==> src/rtl/wb_commit_buffer.sv <==
// ---------------------------------------------------------------------------
// wb_commit_buffer
//
// Writeback commit buffer between the execution units and the integer
// register file. NCH producer channels offer writeback records through
// valid/ready handshakes. A round-robin arbiter grants one channel per cycle.
// Records that actually write a register (we=1, dest!=x0) go into an in-order
// circular FIFO of DEPTH entries. The FIFO drains one entry per cycle to the
// register file. An optional bypass search lets decode see results that are
// not committed yet.
//
// Optional feature macro: WB_BYPASS_EN
//   defined   -> bypass comparators are built
//   undefined -> look_hit / look_data are tied to zero (ports remain)
//
// Ports:
//   clk        in   clock, rising edge
//   reset_n    in   asynchronous active-low reset
//   flush      in   synchronous clear of all buffered entries
//   in_valid   in   [NCH]        per-channel record valid
//   in_ready   out  [NCH]        per-channel grant (one-hot or zero)
//   in_dest    in   [NCH*5]      per-channel destination register
//   in_we      in   [NCH]        per-channel register write enable
//   in_data    in   [NCH*XLEN]   per-channel write data
//   out_valid  out               head entry valid
//   out_ready  in                register file accepts the head entry
//   out_dest   out  [5]          head destination register
//   out_data   out  [XLEN]       head data
//   look_addr  in   [NLOOK*5]    bypass source register addresses
//   look_hit   out  [NLOOK]      bypass match per port
//   look_data  out  [NLOOK*XLEN] bypass data per port
//   count      out  [clog2(DEPTH)+1] number of occupied entries
// ---------------------------------------------------------------------------
module wb_commit_buffer #(
    parameter int NCH   = 3,
    parameter int DEPTH = 4,
    parameter int XLEN  = 64,
    parameter int NLOOK = 2
) (
    input  logic                    clk,
    input  logic                    reset_n,
    input  logic                    flush,
    input  logic [NCH-1:0]          in_valid,
    output logic [NCH-1:0]          in_ready,
    input  logic [NCH*5-1:0]        in_dest,
    input  logic [NCH-1:0]          in_we,
    input  logic [NCH*XLEN-1:0]     in_data,
    output logic                    out_valid,
    input  logic                    out_ready,
    output logic [4:0]              out_dest,
    output logic [XLEN-1:0]         out_data,
    input  logic [NLOOK*5-1:0]      look_addr,
    output logic [NLOOK-1:0]        look_hit,
    output logic [NLOOK*XLEN-1:0]   look_data,
    output logic [$clog2(DEPTH):0]  count
);

    localparam int PW = $clog2(DEPTH);
    localparam int CW = PW + 1;
    localparam int RW = (NCH > 1) ? $clog2(NCH) : 1;

    logic [4:0]      mem_dest [DEPTH];
    logic [XLEN-1:0] mem_data [DEPTH];

    logic [PW-1:0]   head;
    logic [PW-1:0]   tail;
    logic [RW-1:0]   rr;

    logic            full;
    logic            grant_any;
    logic [RW-1:0]   grant_idx;
    logic            hs;
    logic            enq;
    logic            deq;
    logic [4:0]      sel_dest;
    logic            sel_we;
    logic [XLEN-1:0] sel_data;

    // Channel index reached by stepping 'off' places from 'base', modulo NCH.
    function automatic int wrap_idx(input int base, input int off);
        int s;
        s = base + off;
        return (s >= NCH) ? (s - NCH) : s;
    endfunction

    assign full = (count == CW'(DEPTH));

    // Round-robin search starting at rr; the first valid channel wins.
    always_comb begin
        grant_any = 1'b0;
        grant_idx = '0;
        for (int off = 0; off < NCH; off++) begin
            if (!grant_any && in_valid[wrap_idx(int'(rr), off)]) begin
                grant_any = 1'b1;
                grant_idx = RW'(wrap_idx(int'(rr), off));
            end
        end
    end

    // Grant is withheld while full or flushing. Full is taken from the
    // registered count only, so a same-cycle dequeue cannot open the gate.
    always_comb begin
        in_ready = '0;
        if (grant_any && !full && !flush) begin
            in_ready = NCH'(1) << grant_idx;
        end
    end

    assign hs       = |in_ready;
    assign sel_dest = in_dest[int'(grant_idx)*5 +: 5];
    assign sel_we   = in_we[grant_idx];
    assign sel_data = in_data[int'(grant_idx)*XLEN +: XLEN];

    // Writes to x0 or with we=0 still complete the handshake but are dropped.
    assign enq = hs && sel_we && (sel_dest != 5'd0);

    assign out_valid = (count != '0) && !flush;
    assign deq       = out_valid && out_ready;

    // Head outputs are forced to zero when empty so stale storage never leaks.
    assign out_dest = out_valid ? mem_dest[head] : '0;
    assign out_data = out_valid ? mem_data[head] : '0;

    always_ff @(posedge clk or negedge reset_n) begin
        if (!reset_n) begin
            head  <= '0;
            tail  <= '0;
            count <= '0;
            rr    <= '0;
        end else if (flush) begin
            head  <= '0;
            tail  <= '0;
            count <= '0;
        end else begin
            if (hs) begin
                if (int'(grant_idx) == NCH - 1) begin
                    rr <= '0;
                end else begin
                    rr <= grant_idx + RW'(1);
                end
            end
            if (enq) begin
                tail <= tail + PW'(1);
            end
            if (deq) begin
                head <= head + PW'(1);
            end
            case ({enq, deq})
                2'b10:   count <= count + CW'(1);
                2'b01:   count <= count - CW'(1);
                default: count <= count;
            endcase
        end
    end

    // Storage needs no reset: every read path is qualified by count.
    always_ff @(posedge clk) begin
        if (enq) begin
            mem_dest[tail] <= sel_dest;
            mem_data[tail] <= sel_data;
        end
    end

`ifdef WB_BYPASS_EN
    // Walk oldest to youngest so the youngest matching entry wins.
    always_comb begin
        look_hit  = '0;
        look_data = '0;
        for (int k = 0; k < NLOOK; k++) begin
            for (int i = 0; i < DEPTH; i++) begin
                if (!flush && (CW'(i) < count) &&
                    (look_addr[k*5 +: 5] != 5'd0) &&
                    (mem_dest[head + PW'(i)] == look_addr[k*5 +: 5])) begin
                    look_hit[k]               = 1'b1;
                    look_data[k*XLEN +: XLEN] = mem_data[head + PW'(i)];
                end
            end
        end
    end
`else
    logic unused_look;
    assign unused_look = ^look_addr;
    assign look_hit    = '0;
    assign look_data   = '0;
`endif

endmodule

==> config.mk <==
export PLATFORM = sky130hd
export DESIGN_NAME = wb_commit_buffer
export DESIGN_NICKNAME = d
export VERILOG_FILES = /design/src/rtl/wb_commit_buffer.sv
export SDC_FILE = /design/constraint.sdc
export NUM_CORES = 1
export LEC_CHECK = 0
export ABC_AREA = 1
export CAP_MARGIN = 15
export CORE_AREA = 2 2 189 191
export CTS_CLUSTER_DIAMETER = 30
export DETAILED_ROUTE_END_ITERATION = 12
export DIE_AREA = 0 0 191 193
export GPL_ROUTABILITY_DRIVEN = 1
export PLACE_DENSITY = 0.66
export SYNTH_ARGS = -nofsm -noshare
export SYNTH_HDL_FRONTEND = slang
export SYNTH_SLANG_ARGS = --single-unit
==> constraint.sdc <==
create_clock -name clk -period 10.1 [get_ports clk]
set_clock_uncertainty 0.05 [all_clocks]
set_input_delay 2.525 -clock clk [delete_from_list [all_inputs] [get_ports clk]]
set_output_delay 2.525 -clock clk [all_outputs]
set_load 0.005 [all_outputs]
### Word-level counts from Yosys, hierarchy flattened

Memory sizes are Yosys's and may differ from the RTL's.
Cells that the tools add are included.

* bits in registers: 9
* bits in latches: 0
* RAM bits: 276
* bits in read-only memories: 0
* output and inout bits: 206
* memories: 2

Memory list
* mem_data: words 4, width 64, read ports 1, clocked after Yosys merged registers in 0, write ports 1, line 63 `logic [XLEN-1:0] mem_data [DEPTH];`
* mem_dest: words 4, width 5, read ports 1, clocked after Yosys merged registers in 0, write ports 1, line 62 `logic [4:0] mem_dest [DEPTH];`

* add/sub/neg operators: 10
* multiply operators: 1
* div/mod/pow operators: 0
* magnitude comparators: 7
* equal/unequal tests: 4
* shift-type cells: 3
* mux-type cells: 32
* bitwise logic cells: 1
* reductions and logical operators: 19

Operators by type and width (count)
* $shiftx 192x9->64: 1
* $lt 32x4->1 const B: 3
* $mux 32: 3
* $mux 64: 1
* $mux 2: 8
* $shiftx 15x6->5: 1
* $mux 1: 12
* $bmux 1 s2: 4
* $logic_and 1x1->1: 8
* $sub 3x2->4 const B: 2
* $add 2x1->2 const B: 3
* $ge 3x2->1 const B: 2
* $mux 3: 2
* $pmux 3 s2: 1
* $reduce_bool 3->1: 2
* $mul 2x3->5 const B: 1
* $mux 5: 1
* $reduce_bool 5->1: 1
* $eq 2x2->1 const B: 2
* $logic_not 1->1: 4
* $reduce_bool 2->1: 2
* $add 2x1->3 const B: 1
* $add 2x2->3 const B: 1
* $add 3x1->3 const B: 1
* 10 further kinds: 10

### Longest topological paths before layout

Gate-level depths: netlist of run 1.

* word-level depth: 21
* gate-level depth with buffers: 26
* depth with buffers taken out: 26

### Worst setup path after synthesis of run 1

OpenSTA, ideal clock, no wires.

* kind: input-to-reg
* from: in in_valid[1]
* to: mem mem_data[0][0] (enable)
* library setup time: 0.496 ns
* arrival time: 6.571 ns
* setup slack: 2.983 ns
* cell stages on the path: 11
* path buffers: 0
* cells stage by stage: nand2_1 nand2_2 a21oi_4 nand4_1 nand2_4 nand2_4 nor2_4 nor2_2 a21oi_4 nand2_4 nor2_1

* word-level cells in the longest chain between the ends: 18
* elaborated cells on any way between the ends: 33
* those cells by class: mul: 1; shift: 2; mux: 20; reduce/logical: 10

RTL lines
* start, declared: line 43 `input logic [NCH-1:0] in_valid,`
* $bmux 1 s2: line 93 `if (!grant_any && in_valid[wrap_idx(int'(rr), off)]) begin`
* $mux 1 (implied by the code) (2 in a row): line 93
* $mux 1: line 93
* $logic_not 1->1: line 93
* $logic_and 1x1->1: line 93
* $mux 1: line 93
* $logic_not 1->1: line 93
* $logic_and 1x1->1: line 93
* $mux 1: line 93
* $logic_and 1x1->1 (2 in a row): line 104 `if (grant_any && !full && !flush) begin`
* $mux 3 *: line 104
* via in_ready[1]: line 44 `output logic [NCH-1:0] in_ready,`
* $reduce_or 3->1 *: line 109 `assign hs = |in_ready;`
* $logic_and 1x1->1 * (2 in a row): line 115 `assign enq = hs && sel_we && (sel_dest != 5'd0);`
* $mux 1 *: line 158 `if (enq) begin`
* $mux 1 (implied by the code) *: line 160 `mem_data[tail] <= sel_data;`
* end, declared: line 63

Mark *: on every way through the listed nets, which the timed path passes. The rest lies on a longest branch. The select of a mux whose other input is x is not followed.

### Final worst setup path of run 1

* from: in flush
* to: out out_data[37]

* word-level cells in the longest chain between the ends: 3

RTL lines
* start, declared: line 42 `input logic flush,`
* $logic_not 1->1: line 117 `assign out_valid = (count != '0) && !flush;`
* $logic_and 1x1->1: line 117
* $mux 64: line 122 `assign out_data = out_valid ? mem_data[head] : '0;`
* end, declared: line 51 `output logic [XLEN-1:0] out_data,`

Every way passes these cells.

==> flow_summary.json, run 1 <==
{
  "status": "finished clean",
  "holdCritPathClass": "reg -> reg",
  "clockBufferDepth": 3,
  "critPathMaxStageDelay_ns": 0.78,
  "fmax_mhz": 134,
  "postSynthCellCount": 1387,
  "slew_violations": 0,
  "tns_ns": 0,
  "via_per_inst": 4.75,
  "synth-main-ff-cell": "edfxtp_1",
  "synth_top_area_share_pct": 59.9,
  "wl_um": 35600,
  "ir_drop_mv": 0.500,
  "insertion_delay_ns": 0.55,
  "syn_avg_cell_area_um2": 9.98,
  "crit_path_end_kind": "output pin",
  "synth_commonest_cells": "nor2_1, edfxtp_1, nand2_1, o21ai_0, buf_4",
  "die_x_um": 191,
  "io_pins": 433,
  "ctsResizeCount": 0,
  "finalHoldViolCount": 0,
  "drc": 0,
  "synth_top_family_by_area": "simple AND/OR/NAND/NOR gates",
  "synth-simple-area-share_pct": 19.0,
  "cp_max_fo": 70,
  "combinationalPowerShare_pct": 33.0,
  "wl_per_cell_um": 16.3,
  "dp_cells": 2076,
  "track_usage_pct": 18.8,
  "clockPowerShare_pct": 32.0,
  "setup-violations-final": 0,
  "slew_headroom_pct": 31.1,
  "ant_nets": 0,
  "coreArea_um2": 35000,
  "cts_tree": "yes",
  "clk_pin_slew_ns": 0.04,
  "yosysUniqueCellTypes": 32,
  "rows": 69,
  "initial_core_util_pct": 39.6,
  "num_vias": 10400,
  "period_share_pct": 73.7,
  "yosys.area_share.xor_xnor_pct": 0.0633,
  "synth_area_leader_cell": "edfxtp_1",
  "postSynth.asyncResetShare_pct": 3.16,
  "synthTopCellsByArea": "edfxtp_1, nor2_1, buf_4, nand2_1, o21ai_0",
  "internal_power_mw": 3.78,
  "power_mw": 5.80,
  "cts.htree.levels": 2,
  "grt-ovfl-total": 0,
  "ys.warnings.count": 0,
  "synth_seq_cells": 285,
  "drv_cap": 0,
  "fin_cells": 2181,
  "worstPathRequired_ns": 7.53,
  "tightestPinTransition_ns": 1.03,
  "synth_edf_count": 276,
  "rsz0062_at_grt": "false",
  "synth_seq_area_share_pct": 61.5,
  "clock-root-buffer": "clkbuf_16",
  "postCtsSetupBuffers": 0,
  "die_area_um2": 36900,
  "fin_crit_ns": 7.44,
  "fin_nets": 1909,
  "arrival_ns": 4.87,
  "swShare_pct": 34.7,
  "grt_pass1_wl_um": 53200,
  "cts.sinks": 285,
  "setup.worst_path.class": "in -> out",
  "io_buffers": 292,
  "power_leakage_nw": 7.03,
  "die_y_um": 193,
  "synth_compound_area_share_pct": 8.47,
  "synth.area.mux_share_pct": 0,
  "path_cells": "clkdlybuf4s50_1 -> inv_1 -> o31ai_4 -> buf_4 -> a21oi_1 -> clkdlybuf4s50_1",
  "cp_slowest_cell": "buf_4",
  "grt_pass1_vias": 9997,
  "cp_common_cell": "clkdlybuf4s50_1",
  "hold_buffers": 0,
  "yosysMostFrequentCell": "nor2_1",
  "p_sw_mw": 2.01,
  "p_seq_share_pct": 35.0,
  "antenna_found_initial": 0,
  "cts-buffers-inserted": 56,
  "start_kind": "input pin",
  "gp_congestion": 0.775,
  "drive_gt1_share_pct": 8.44,
  "synth_fa_ha_area_share_pct": 0.868,
  "hpwlAfterDp_um": 21000,
  "syn_to_final_growth_pct": 34.6,
  "p_per_area_nw_per_um2": 311,
  "syn_area_um2": 13800,
  "grt_max_degree": 106,
  "drtIter0Drc": 609,
  "dr.pass1.iters": 5,
  "fillers": 2996
}
==> state kept, by name, summed over array words and instances (netlist names) <==
signal and count:
tail 2, rr 2, count 3, mem_data 256, mem_dest 20, head 2
==> cell type report <==
type / instances / area, µm² / area share (%)
diodes: 2 / 5.00 / 0.0269
clock inverters: 40 / 473 / 2.54
inverters: 35 / 134 / 0.719
flip-flops and latches: 285 / 8520 / 45.7
repair buffers: 303 / 3010 / 16.1
clock buffers: 63 / 1450 / 7.78
multi-input cells: 992 / 4460 / 24.0
well taps: 461 / 577 / 3.10
==> power by group through the flow <==
stage | Sequential (mW) | Combinational (mW) | Clock (mW)
2_1_floorplan | 2.02 | 1.27 | 0
3_3_place_gp | 2.04 | 1.89 | 0
3_5_place_dp | 2.05 | 1.94 | 0
4_1_cts | 2.03 | 1.95 | 1.88
5_1_grt | 2.05 | 2.16 | 1.94
6_report | 2.03 | 1.91 | 1.86
==> critical path: cells and delay by family <==
family	cells	cell delay, ns
buffers and inverters	4	2.05
AOI/OAI and AO/OA	2	0.23
==> placed cells by master (no fill, tap or decap), types with 9 or more instances in the layout <==
cell	n
a21oi_1	70
inv_1	28
clkdlybuf4s50_1	292
o21ai_0	145
nor2_1	282
nand2_1	228
nand2_2	9
clkinv_2	9
buf_4	11
bufinv_16	10
clkbuf_16	57
conb_1	130
clkinv_1	10
edfxtp_1	276
nand3_1	82
==> path summary, 6_finish.rpt <==
path / start / cells past startpoint / to / slack (ns)
max: flush / 6 / out_data[37] / 2.66
min: rr[1]$_DFFE_PN0P_ / 1 / rr[1]$_DFFE_PN0P_ / 0.51
max reg2reg: rr[0]$_DFFE_PN0P_ / 16 / mem_data[0][29]$_DFFE_PP_ / 5.19
min reg2reg: rr[1]$_DFFE_PN0P_ / 1 / rr[1]$_DFFE_PN0P_ / 0.51
max in group asynchronous: reset_n / 1 / head[1]$_DFFE_PN0P_ / 7.39
min in group asynchronous: reset_n / 1 / count[1]$_DFFE_PN0P_ / 2.25
==> routing by layer <==
metal | up-vias | share of wire, % | track usage [%]
met4 | 0 | 3.0 | 7.66
met1 | 4881 | 40 | 22.4
met3 | 62 | 7.2 | 4.87
li1 | 5030 | - | -
met5 | - | 0 | 0
met2 | 386 | 49 | 32.6
==> cells by family (layout without fill, tap and decap cells) <==
kind of cell	count (synthesis)	count (layout)
compound gates	223	223
simple gates	629	629
buf+inv	239	441
xor+xnor	1	1
flops	285	285
fa+ha+maj	9	9
other cells	1	132
==> per-stage QoR <==
stage	hold WS [ns]	setup WS (ns)	utilization (%)	area, µm²
6_report	0.506	2.66	53.3	18600
5_1_grt	0.536	2.57	53.3	18600
4_1_cts	0.509	2.65	53.3	18600
3_5_place_dp	0.500	2.66	47.8	16700
3_3_place_gp	0.485	2.65	47.8	16700
2_1_floorplan	0.457	2.98	-	14300
Power figures use the tool's default switching activity.
==> inputs of run 2 (changes only) <==
- clock period: 10.1 -> 7.59 ns (I/O delays scaled with it)
==> run 2 against run 1 <==
Compared with the run above:
- sequential share of layout area about the same
- critical path type unchanged
- routed wire length up 1.8%
- via count up 1.0%
- critical path depth is 6 higher
- non-clock buffer count rose by 3
- first-iteration DRC count shrank 23%
- worst hold slack improved by 0.014 ns
- core utilization about the same
==> flow_summary.json, run 2 (synthesis results as in run 1) <==
{
  "tns_ns": 0,
  "drv_cap": 0,
  "fin_nets": 1910,
  "period_share_pct": 78.0,
  "io_buffers": 292,
  "slew_headroom_pct": 31.9,
  "dr.pass1.iters": 4,
  "rr_worst_depth": 16,
  "cp.depth": 12,
  "path_cells": "clkdlybuf4s50_1 -> inv_1 -> nand2_1 -> nand3_1 -> nand2_1 -> o21ai_0 -> nor2_1 -> inv_1 -> nor2_1 -> inv_1 -> nor2_1 -> clkdlybuf4s50_1",
  "antenna_found_initial": 1,
  "setup-violations-final": 0,
  "clockBufferDepth": 3,
  "grt_max_degree": 93,
  "die_y_um": 193,
  "cp.buffers_inverters": 5,
  "fillers": 2998,
  "mostFrequentLayoutCells": "clkdlybuf4s50_1, nor2_1, edfxtp_1",
  "holdPathStages": 2,
  "crit_path_end_kind": "output pin",
  "p_per_area_nw_per_um2": 410,
  "start_kind": "input pin",
  "p_sw_mw": 2.70,
  "io_pins": 433,
  "via_per_inst": 4.80,
  "clock-root-buffer": "clkbuf_16",
  "coreArea_um2": 35000,
  "insertion_delay_ns": 0.56,
  "die_x_um": 191,
  "wl_per_cell_um": 16.6,
  "internal_power_mw": 4.94,
  "multi_input_area_um2": 4460,
  "holdCritPathClass": "reg -> reg",
  "grt-ovfl-total": 0,
  "tightestPinTransition_ns": 1.02,
  "clockPowerShare_pct": 31.0,
  "rsz0062_at_grt": "false",
  "swShare_pct": 35.3,
  "arrival_ns": 3.97,
  "hold_buffers": 0,
  "fmax_mhz": 169,
  "finalHoldViolCount": 0,
  "drtIter0Drc": 468,
  "largest_reg_flops": 256,
  "ctsResizeCount": 0,
  "fin_ws_ns": 1.67,
  "cts_tree": "yes",
  "cp_max_fo": 5,
  "dp_cells": 2079,
  "p_seq_share_pct": 35.4,
  "ir_drop_mv": 0.618,
  "slew_violations": 0,
  "status": "finished clean",
  "setup.worst_path.class": "in -> out",
  "drc": 0,
  "power_leakage_nw": 7.02,
  "cts.sinks": 285,
  "num_antenna_cells": 0,
  "fin_cells": 2179,
  "wl_um": 36200,
  "clk_pin_slew_ns": 0.05,
  "drive_gt1_share_pct": 8.50,
  "fin_crit_ns": 5.92,
  "rows": 69,
  "crit_family": "buffers and inverters",
  "worstPathRequired_ns": 5.64,
  "syn_to_final_growth_pct": 34.5,
  "gp_congestion": 0.786,
  "initial_core_util_pct": 39.6,
  "cts-buffers-inserted": 54,
  "cp_slowest_cell": "clkdlybuf4s50_1",
  "die_area_um2": 36900,
  "postCtsSetupBuffers": 0,
  "ant_nets": 0,
  "regMostFlops": "mem_data",
  "layout_commonest_cell": "clkdlybuf4s50_1",
  "seq_area_um2": 8520,
  "num_vias": 10500,
  "grt_pass1_wl_um": 54100,
  "critPathMaxStageDelay_ns": 0.52,
  "grt_pass1_vias": 10000,
  "track_usage_pct": 19.2,
  "hpwlAfterDp_um": 21700,
  "cts.htree.levels": 2,
  "reg.largest.list": "mem_data (256), mem_dest (20), count (3)",
  "dp_slack_ns": 1.62,
  "combinationalPowerShare_pct": 33.6
}
run 2: power groups by stage:
stage                     sequential, mW  clock [mW]  combinational (mW)
after global placement              2.72           0                2.53
final                               2.70        2.37                2.56
after global routing                2.74        2.49                2.87
after detailed placement            2.73           0                2.59
after CTS                           2.70        2.41                2.61
after floorplan                     2.69           0                1.69
run 2: path summary, 6_finish.rpt:
| kind | start | end | slack (ns) |
|---|---|---|---|
| max | in_valid[1] | in_ready[0] | 1.67 |
| min | rr[0]$_DFFE_PN0P_ | rr[0]$_DFFE_PN0P_ | 0.52 |
| max reg2reg | rr[0]$_DFFE_PN0P_ | mem_data[2][23]$_DFFE_PP_ | 3.13 |
| min reg2reg | rr[0]$_DFFE_PN0P_ | rr[0]$_DFFE_PN0P_ | 0.52 |
| max in group asynchronous | reset_n | head[0]$_DFFE_PN0P_ | 5.52 |
| min in group asynchronous | reset_n | count[2]$_DFFE_PN0P_ | 1.61 |
run 2: per-stage QoR:
stage / hold WS [ns] / util [%] / area [µm²] / total power, mW
CTS: 0.523 / 53.2 / 18600 / 7.72
floorplan: 0.457 / - / 14300 / 4.38
finish: 0.520 / 53.2 / 18600 / 7.64
global route: 0.560 / 53.2 / 18600 / 8.10
global placement: 0.490 / 48.0 / 16800 / 5.25
detailed placement: 0.516 / 48.0 / 16800 / 5.32
run 2: per-layer routing:
metal / up-vias / routed length [µm] / track usage [%]
li1: 5027 / - / -
met4: 2 / 714 / 6.17
met5: - / 13 / 0
met1: 5021 / 14500 / 22.5
met3: 54 / 2480 / 4.80
met2: 360 / 18500 / 34.5
run 2: layout make-up:
cell class | count | share of cell area, %
tap | 461 | 3.10
timing repair buffer | 306 | 16.5
inverter | 35 | 0.719
clock buffer | 64 | 7.58
multi-input combinational | 992 | 24.0
clock inverter | 36 | 2.32
sequential | 285 | 45.8
run 2: worst register-to-register path, stage by stage, from the launching register on:
cell and delay, ns:
dfrtp_1 0.41, inv_1 0.08, ha_1 0.36, inv_2 0.10, nand3_2 0.10, inv_1 0.07, a21oi_4 0.21, nand3_4 0.14
o21ai_4 0.15, buf_4 0.72, nand2_1 0.12, nand3_1 0.26, nor2_2 0.09, nand3_4 0.11, nand2_4 0.12, nor2_4 0.64
buf_12 0.39
